==> config.mk <==
export PLATFORM = sky130hd
export DESIGN_NAME = mem_wb_pipe
export DESIGN_NICKNAME = d
export VERILOG_FILES = /design/src/rtl/pipe_pkg.sv /design/src/rtl/load_ext.sv /design/src/rtl/mem_wb_pipe.sv
export SDC_FILE = /design/constraint.sdc
export NUM_CORES = 1
export LEC_CHECK = 0
export ABC_AREA = 0
export BUFFER_PORTS_ARGS = -buffer_cell sky130_fd_sc_hd__buf_4
export CAP_MARGIN = 10
export CORE_MARGIN = 2
export CORE_UTILIZATION = 52
export CTS_BUF_LIST = sky130_fd_sc_hd__clkbuf_8 sky130_fd_sc_hd__clkbuf_16
export CTS_CLUSTER_SIZE = 10
export DETAILED_ROUTE_END_ITERATION = 10
export GPL_TIMING_DRIVEN = 0
export PLACE_DENSITY = 0.84
export SYNTH_ARGS = -nofsm -noshare
export SYNTH_HDL_FRONTEND = slang
export SYNTH_SLANG_ARGS = --single-unit
export TNS_END_PERCENT = 100
==> constraint.sdc <==
create_clock -name clk -period 5.8 [get_ports clk]
set_input_delay 1.16 -clock clk [delete_from_list [all_inputs] [get_ports clk]]
set_output_delay 1.16 -clock clk [all_outputs]
set_load 0.1 [all_outputs]
==> src/rtl/pipe_pkg.sv <==
// Shared definitions for the MEM/WB pipeline: load-type encodings and the stage record.
// The stage record is sized for the widest supported datapath; narrower instances use the low bits.
package pipe_pkg;

    localparam int PKG_DATA_W = 64;
    localparam int PKG_RA_W   = 8;

    localparam logic [2:0] LD_W  = 3'd0;
    localparam logic [2:0] LD_B  = 3'd1;
    localparam logic [2:0] LD_BU = 3'd2;
    localparam logic [2:0] LD_H  = 3'd3;
    localparam logic [2:0] LD_HU = 3'd4;

    typedef struct packed {
        logic                  valid;
        logic [PKG_DATA_W-1:0] alu;
        logic [PKG_DATA_W-1:0] rdata;
        logic                  memtoreg;
        logic                  regwrite;
        logic [PKG_RA_W-1:0]   wreg;
        logic [2:0]            ltype;
    } stage_t;

    function automatic logic ld_is_signed(input logic [2:0] ltype);
        return (ltype == LD_B) || (ltype == LD_H);
    endfunction

endpackage

==> src/rtl/load_ext.sv <==
// Combinational lane select and sign/zero extension of a raw data-memory word.
// A misaligned halfword address falls back to the halfword lane containing it.
module load_ext
    import pipe_pkg::*;
#(
    parameter int  DATA_W = 32,
    localparam int LANE_W = $clog2(DATA_W / 8)
) (
    input  logic [DATA_W-1:0] rdata_i,
    input  logic [LANE_W-1:0] lane_i,
    input  logic [2:0]        ltype_i,
    output logic [DATA_W-1:0] data_o
);

    logic [LANE_W-2:0] half_idx;
    logic [7:0]        byte_v;
    logic [15:0]       half_v;
    logic              sext;

    assign half_idx = lane_i[LANE_W-1:1];

    always_comb begin
        byte_v = rdata_i[{lane_i, 3'b000} +: 8];
        half_v = rdata_i[{half_idx, 4'b0000} +: 16];
        sext   = ld_is_signed(ltype_i);
        case (ltype_i)
            LD_B, LD_BU: data_o = {{(DATA_W-8){sext & byte_v[7]}}, byte_v};
            LD_H, LD_HU: data_o = {{(DATA_W-16){sext & half_v[15]}}, half_v};
            default:     data_o = rdata_i;
        endcase
    end

endmodule

==> src/rtl/mem_wb_pipe.sv <==
// MEM/WB pipeline of DEPTH stages with valid bits, stall/flush, load extension and write-back mux.
// Flush beats stall; register-0 and bubble writes are suppressed at the output.
module mem_wb_pipe
    import pipe_pkg::*;
#(
    parameter int DATA_W = 32,
    parameter int RA_W   = 5,
    parameter int DEPTH  = 1
) (
    input  logic              clk,
    input  logic              rst,
    input  logic              Stall,
    input  logic              Flush,
    input  logic              ValidIn,
    input  logic [DATA_W-1:0] ALUResultIn,
    input  logic [DATA_W-1:0] ReadDataDMIn,
    input  logic              MemToRegIn,
    input  logic              RegWriteIn,
    input  logic [RA_W-1:0]   WriteRegisterIn,
    input  logic [2:0]        LoadTypeIn,
    output logic              Valid,
    output logic [DATA_W-1:0] ALUResult,
    output logic [DATA_W-1:0] ReadDataDM,
    output logic              MemToReg,
    output logic              RegWrite,
    output logic [RA_W-1:0]   WriteRegister,
    output logic [DATA_W-1:0] WriteData
);

    localparam int LANE_W = $clog2(DATA_W / 8);

    stage_t            stage_q [DEPTH];
    stage_t            stage_d [DEPTH];
    stage_t            in_ent;
    stage_t            out_ent;
    logic [DATA_W-1:0] load_data;

    always_comb begin
        in_ent          = '0;
        in_ent.valid    = ValidIn;
        in_ent.alu      = PKG_DATA_W'(ALUResultIn);
        in_ent.rdata    = PKG_DATA_W'(ReadDataDMIn);
        in_ent.memtoreg = MemToRegIn;
        in_ent.regwrite = RegWriteIn;
        in_ent.wreg     = PKG_RA_W'(WriteRegisterIn);
        in_ent.ltype    = LoadTypeIn;
    end

    always_comb begin
        stage_d[0] = in_ent;
        for (int i = 1; i < DEPTH; i++) begin
            stage_d[i] = stage_q[i-1];
        end
        if (Flush) begin
            for (int i = 0; i < DEPTH; i++) begin
                stage_d[i] = '0;
            end
        end else if (Stall) begin
            for (int i = 0; i < DEPTH; i++) begin
                stage_d[i] = stage_q[i];
            end
        end
    end

    always_ff @(posedge clk or posedge rst) begin
        if (rst) begin
            for (int i = 0; i < DEPTH; i++) begin
                stage_q[i] <= '0;
            end
        end else begin
            for (int i = 0; i < DEPTH; i++) begin
                stage_q[i] <= stage_d[i];
            end
        end
    end

    assign out_ent = stage_q[DEPTH-1];

    load_ext #(
        .DATA_W (DATA_W)
    ) u_load_ext (
        .rdata_i (out_ent.rdata[DATA_W-1:0]),
        .lane_i  (out_ent.alu[LANE_W-1:0]),
        .ltype_i (out_ent.ltype),
        .data_o  (load_data)
    );

    assign Valid         = out_ent.valid;
    assign ALUResult     = out_ent.alu[DATA_W-1:0];
    assign ReadDataDM    = out_ent.rdata[DATA_W-1:0];
    assign MemToReg      = out_ent.memtoreg;
    assign WriteRegister = out_ent.wreg[RA_W-1:0];
    // Register 0 is hardwired; killing its write here keeps forwarding from seeing it.
    assign RegWrite      = out_ent.regwrite & out_ent.valid & (WriteRegister != '0);
    assign WriteData     = out_ent.memtoreg ? load_data : ALUResult;

endmodule
==> impl_metrics.ini, run 1 <==
[clock_network]
cts_tree = built
cts_inserted_buffers = 9
holdBufCountCts = 0
clock-root-buffer = clkbuf_8
ctsLongestPathBuffers = 2
post_cts_buffers = 0
htree_levels = 3
clk_latency_ps = 360
path_clk_slew_ps = 80
cts_resized = 0
cts_num_sinks = 75

[sta]
rsz0062_at_grt = false
final.setup.tns_ps = 0
finalMaxSlewViolations = 0
worst_pin_slew_ps = 926.5
hold_viol = 0
finClkSkew_ps = 0
period_share = 0.6392
fmax_mhz = 269.7
period_needed_ps = 3707
slew_headroom = 0.3823
setup_viol = 0

[power_and_ir_drop]
p_sw_uw = 758.9
power_density_nw_per_um2 = 272.6
power.share.clock = 0.230
internal_power_uw = 943.1
swShare = 0.4459
p_seq_frac = 0.346
vdd_drop_max_mv = 0.1715
p_leak_uw = 0.003310
combPwrFrac = 0.424
finalPower_uw = 1702

[floorplan]
die_area_um2 = 9558
core_um2 = 8636
rows = 34
die_y_um = 97.77
initial_core_util = 0.5294
die_x_um = 97.77
ios = 183

[yosys]
synth_fp_nets = 557
avgSynthCellArea_um2 = 9.565
ys.flop_type = dfrtp_1
yosysWarnings = 0
yosysSeqAreaShare = 0.4105
synth_area_um2 = 4572
synth-async-reset-ratio = 1.000
ys_types = 34
syn_inst = 478
synth_edf_count = 0
synth-seq-cells = 75

[placed_design]
dp_hpwl_um = 10310
gp_congestion = 0.9310
port_buffers = 180

[setup_path]
crit_fanout = 10
cp_num_buf_inv = 2
crit_path_max_incr_delay_ps = 630
crit_slowest_cell = o21ai_0
cp_cell_sequence = buf_2 -> and3b_1 -> o21ai_0 -> o221ai_1 -> o2bb2ai_1 -> buf_4
rrSetupSlack_ps = 4170
crit_family = compound AO/OA/AOI/OAI gates
crit_type = flip-flop to primary output
critPathArrivalTime_ps = 2550
critPathLaunchType = flip-flop
worstPathRequired_ps = 4640
end_kind = primary output

[finish]
final_cell_mix = buf_4, nor2_1, mux2i_1
synthToLayoutAreaGrowth_pct = 36.56
n_antenna_cell = 0
drive_above_1_share = 0.4383
nets = 748
final_common_cell = buf_4
nFillCells = 660

[run_status]
outcome = completed

[routing]
drt_iter0_drc = 353
viasPerCell = 5.380
dr.pass1.iters = 5
post_drt_wl_per_cell_um = 17.17
vias = 4202
ant_nets = 0
drc_errors = 0
wl_um = 13410

[global_routing]
grt_usage = 0.2784
grt_antenna_before_repair = 0
grt_max_degree = 76
first_global_vias = 4098
overflow = 0
grt_pass1_wl_um = 21110

[min_path]
min_path_type = flip-flop to flip-flop

[job]
cap_viol_max_count = 0
per-stage QoR:
stage          utilization  worst slack [ps]  hold WS [ps]  instances  area (µm²)
6_report            0.7230              2093         553.3        781        6243
5_1_grt             0.7230              1932         588.9        781        6243
4_1_cts             0.7230              2119         558.6        781        6243
3_5_place_dp        0.7018              2519         523.4        766        6061
3_3_place_gp        0.7015              1954         506.9        766        6058
2_1_floorplan            -             860.4         489.9        478        4572
cell usage after synthesis, types with 2 or more instances:
library cell | n | area, µm²
buf_1 | 3 | 11.26
nor3b_1 | 2 | 15.01
buf_2 | 11 | 55.05
nand2_1 | 18 | 67.56
buf_4 | 70 | 525.5
nor2b_1 | 2 | 12.51
o21ai_0 | 4 | 20.02
clkbuf_1 | 19 | 71.32
a211oi_1 | 6 | 45.04
mux2_2 | 7 | 78.83
nor2_1 | 109 | 409.1
or2_2 | 3 | 18.77
nor3_1 | 8 | 40.04
o21a_1 | 2 | 15.01
mux4_2 | 7 | 157.7
mux2i_1 | 76 | 760.7
o221ai_1 | 6 | 52.55
a21oi_1 | 10 | 50.05
a31oi_1 | 17 | 106.4
dfrtp_1 | 75 | 1877
a41oi_1 | 2 | 17.52
o2bb2ai_1 | 6 | 52.55
nand3_1 | 4 | 20.02
cell type report:
| type | count | area, µm² | area share |
|---|---|---|---|
| multi-input combinational | 297 | 2013 | 0.3224 |
| clock buffer | 9 | 123.9 | 0.01984 |
| tap | 108 | 135.1 | 0.02164 |
| clock inverter | 6 | 58.81 | 0.009419 |
| buffer | 104 | 674.4 | 0.1080 |
| inverter | 2 | 10.01 | 0.001603 |
| sequential | 75 | 1877 | 0.3006 |
| timing repair buffer | 180 | 1351 | 0.2164 |
layer usage:
| metal | GRT usage | up-vias | share of wire |
|---|---|---|---|
| met2 | 0.4721 | 214 | 0.50 |
| met3 | 0.05512 | 27 | 0.084 |
| li1 | - | 1968 | - |
| met4 | 0.08226 | 0 | 0.020 |
| met5 | 0 | - | 0 |
| met1 | 0.3651 | 1993 | 0.40 |
state kept, by name, indices dropped and copies added (netlist names):
name / cells
out_ent: 4
ReadDataDM: 32
WriteRegister: 5
ALUResult: 32
Valid: 1
MemToReg: 1
cells by family after synthesis:
group | after synthesis | synth area share
simple gates | 148 | 0.1308
buf+inv | 106 | 0.1491
mux | 90 | 0.2181
flops | 75 | 0.4105
compound gates | 58 | 0.08949
xor+xnor | 1 | 0.001916
path summary, 6_finish.rpt:
check                                     end   startpoint  cells past startpoint
min in group asynchronous       ALUResult[22]          rst                      2
worst min register to register    out_ent[11]  out_ent[11]                      2
max in group asynchronous          out_ent[0]          rst                      2
worst max-delay path             WriteData[6]   out_ent[1]                      6
worst min-delay path              out_ent[11]  out_ent[11]                      2
worst max register to register       MemToReg     MemToReg                      4
worst register-to-register path: stages (launching register included):
cell	delay, ps
dfrtp_1	400
clkbuf_1	400
clkbuf_1	490
mux2i_1	170
nor2_1	110
power groups by stage:
stage | Combinational [µW] | Clock (µW) | Sequential (µW)
after floorplan | 561 | 0 | 588
after global placement | 714 | 0 | 596
after detailed placement | 722 | 0 | 598
after CTS | 724 | 389 | 588
after global routing | 751 | 414 | 592
final | 722 | 391 | 589
No activity file was read; power rests on OpenSTA's default activity.
==> run 2, diff against run 1 <==
CORE_UTILIZATION = 49   (was 52)
PLACE_DENSITY = 0.8   (was 0.84)
clock period = 3.5 ns   (was 5.8 ns; I/O delays follow)
==> run 2 against run 1 <==
  * Via count decreased by 0.67%
  * Sequential power increased by 66%
  * Power increased by 80%
  * Largest power group unchanged
  * Highest routed layer unchanged
==> impl_metrics.ini, run 2 (synthesis gave the netlist of run 1 again) <==
[run_status]
outcome = completed

[setup_path]
worstReg2RegStart = MemToReg
crit_type = flip-flop to primary output
end_kind = primary output
worst_r2r_path_depth = 4
cp_cell_sequence = buf_6 -> mux4_2 -> a22oi_2 -> buf_4 -> a31oi_2 -> buf_4
cp_common_cell = buf_4
crit_path_max_incr_delay_ps = 580
worstPathRequired_ps = 2800
critPathArrivalTime_ps = 2690
crit_slowest_cell = mux4_2
rrSetupSlack_ps = 1780
cp_num_buf_inv = 3
r2r-end = MemToReg
crit_fanout = 10
crit_family = buffers and inverters
critPathLaunchType = flip-flop

[power_and_ir_drop]
p_leak_uw = 0.003366
power_density_nw_per_um2 = 472.4
vdd_drop_max_mv = 0.3044
finalPower_uw = 3058

[routing]
vias = 4174
drt_iter0_drc = 204
ant_nets = 0
post_drt_wl_per_cell_um = 17.30
wl_um = 13580
viasPerCell = 5.317
drc_errors = 0
dr.pass1.iters = 5

[sta]
slew_headroom = 0.3823
period_needed_ps = 3391
worst_pin_slew_ps = 926.5
fmax_mhz = 294.9
period_share = 0.9689
finalMaxSlewViolations = 0
setup_viol = 0
rsz0062_at_grt = false
finClkSkew_ps = 0
hold_viol = 0

[clock_network]
post_cts_buffers = 0
cts_tree = built
clk_latency_ps = 350
ctsLongestPathBuffers = 2
holdBufCountCts = 0
cts_num_sinks = 75
cts_resized = 0
clock-root-buffer = clkbuf_8
cts_inserted_buffers = 9
htree_levels = 3
path_clk_slew_ps = 80

[global_routing]
first_global_vias = 4072
grt_antenna_before_repair = 0
grt_usage = 0.2720
grt_max_degree = 76
grt_pass1_wl_um = 21140
overflow = 0

[floorplan]
die_area_um2 = 10120
die_x_um = 100.6
die_y_um = 100.6
core_um2 = 9153
rows = 35
ios = 183
initial_core_util = 0.4995

[finish]
final_cell_mix = buf_4, nor2_1, mux2i_1
nets = 748
drive_above_1_share = 0.4777
final_common_cell = buf_4
n_antenna_cell = 0
final_cell_area_um2 = 6474
synthToLayoutAreaGrowth_pct = 41.60
nFillCells = 757

[placed_design]
gp_congestion = 0.9252
dp_hpwl_um = 10210
port_buffers = 180
dpl_cell_area_um2 = 6213

[min_path]
min_path_type = input port to asynchronous set/reset pin

[job]
cap_viol_max_count = 0
run 2: cell count changes in the layout (fill, tap and decap cells not counted), moves of 2 or more:
cell	before	now
a211oi_1	6	0
a211oi_2	0	6
a31oi_1	17	1
a31oi_2	0	16
a41oi_1	2	0
a41oi_2	0	2
bufinv_16	1	3
clkbuf_8	9	12
clkinvlp_4	2	0
run 2: metrics by stage:
stage                     setup TNS, ps  hold slack, ps  setup slack [ps]  cells    util
after global placement                0           510.8             87.20    769  0.6786
final                                 0           540.8             109.0    785  0.7073
after floorplan                  -805.9           489.9            -224.0    478       -
after CTS                             0           559.9             111.9    785  0.7073
after global routing                  0           576.5             13.64    785  0.7073
after detailed placement              0           539.8             501.6    769  0.6789
run 2: how the worst max path moves through the flow:
stage,startpoint,to,depth (start not counted)
after floorplan,MemToReg,WriteData[0],4
after detailed placement,ALUResult[0],WriteData[28],6
after global placement,rst,ALUResult[19],2
after global routing,ALUResult[0],WriteData[28],6
final,ALUResult[0],WriteData[28],6
after CTS,ALUResult[0],WriteData[28],6
run 2: cell type report:
cell class	instances	area, µm²	area share
multi-input cells	297	2162	0.3340
flip-flops and latches	75	1877	0.2899
repair buffers	180	1351	0.2087
plain buffers	104	674.4	0.1042
clock buffers	12	165.2	0.02551
well taps	111	138.9	0.02145
clock inverters	4	95.09	0.01469
inverters	2	10.01	0.001546
run 2: per-layer routing:
metal	up-vias	track usage	part of all wire	wire [µm]
met2	183	0.4641	0.50	6739
li1	1961	-	-	-
met1	2009	0.3497	0.41	5533
met4	0	0.06533	0.014	195
met3	21	0.06519	0.082	1115
met5	-	0	0	0
run 2: power by group:
group          internal (µW)  switching, µW
registers                915           60.7
logic                    338            881
clock network            531            332
run 2: worst register-to-register path, delay by kind of cell (launching register included):
| family | cells | cell delay (ps) |
|---|---|---|
| buffers and inverters | 2 | 980 |
| muxes | 1 | 160 |
| and+or+nand+nor | 1 | 110 |
| DFF | 1 | 400 |
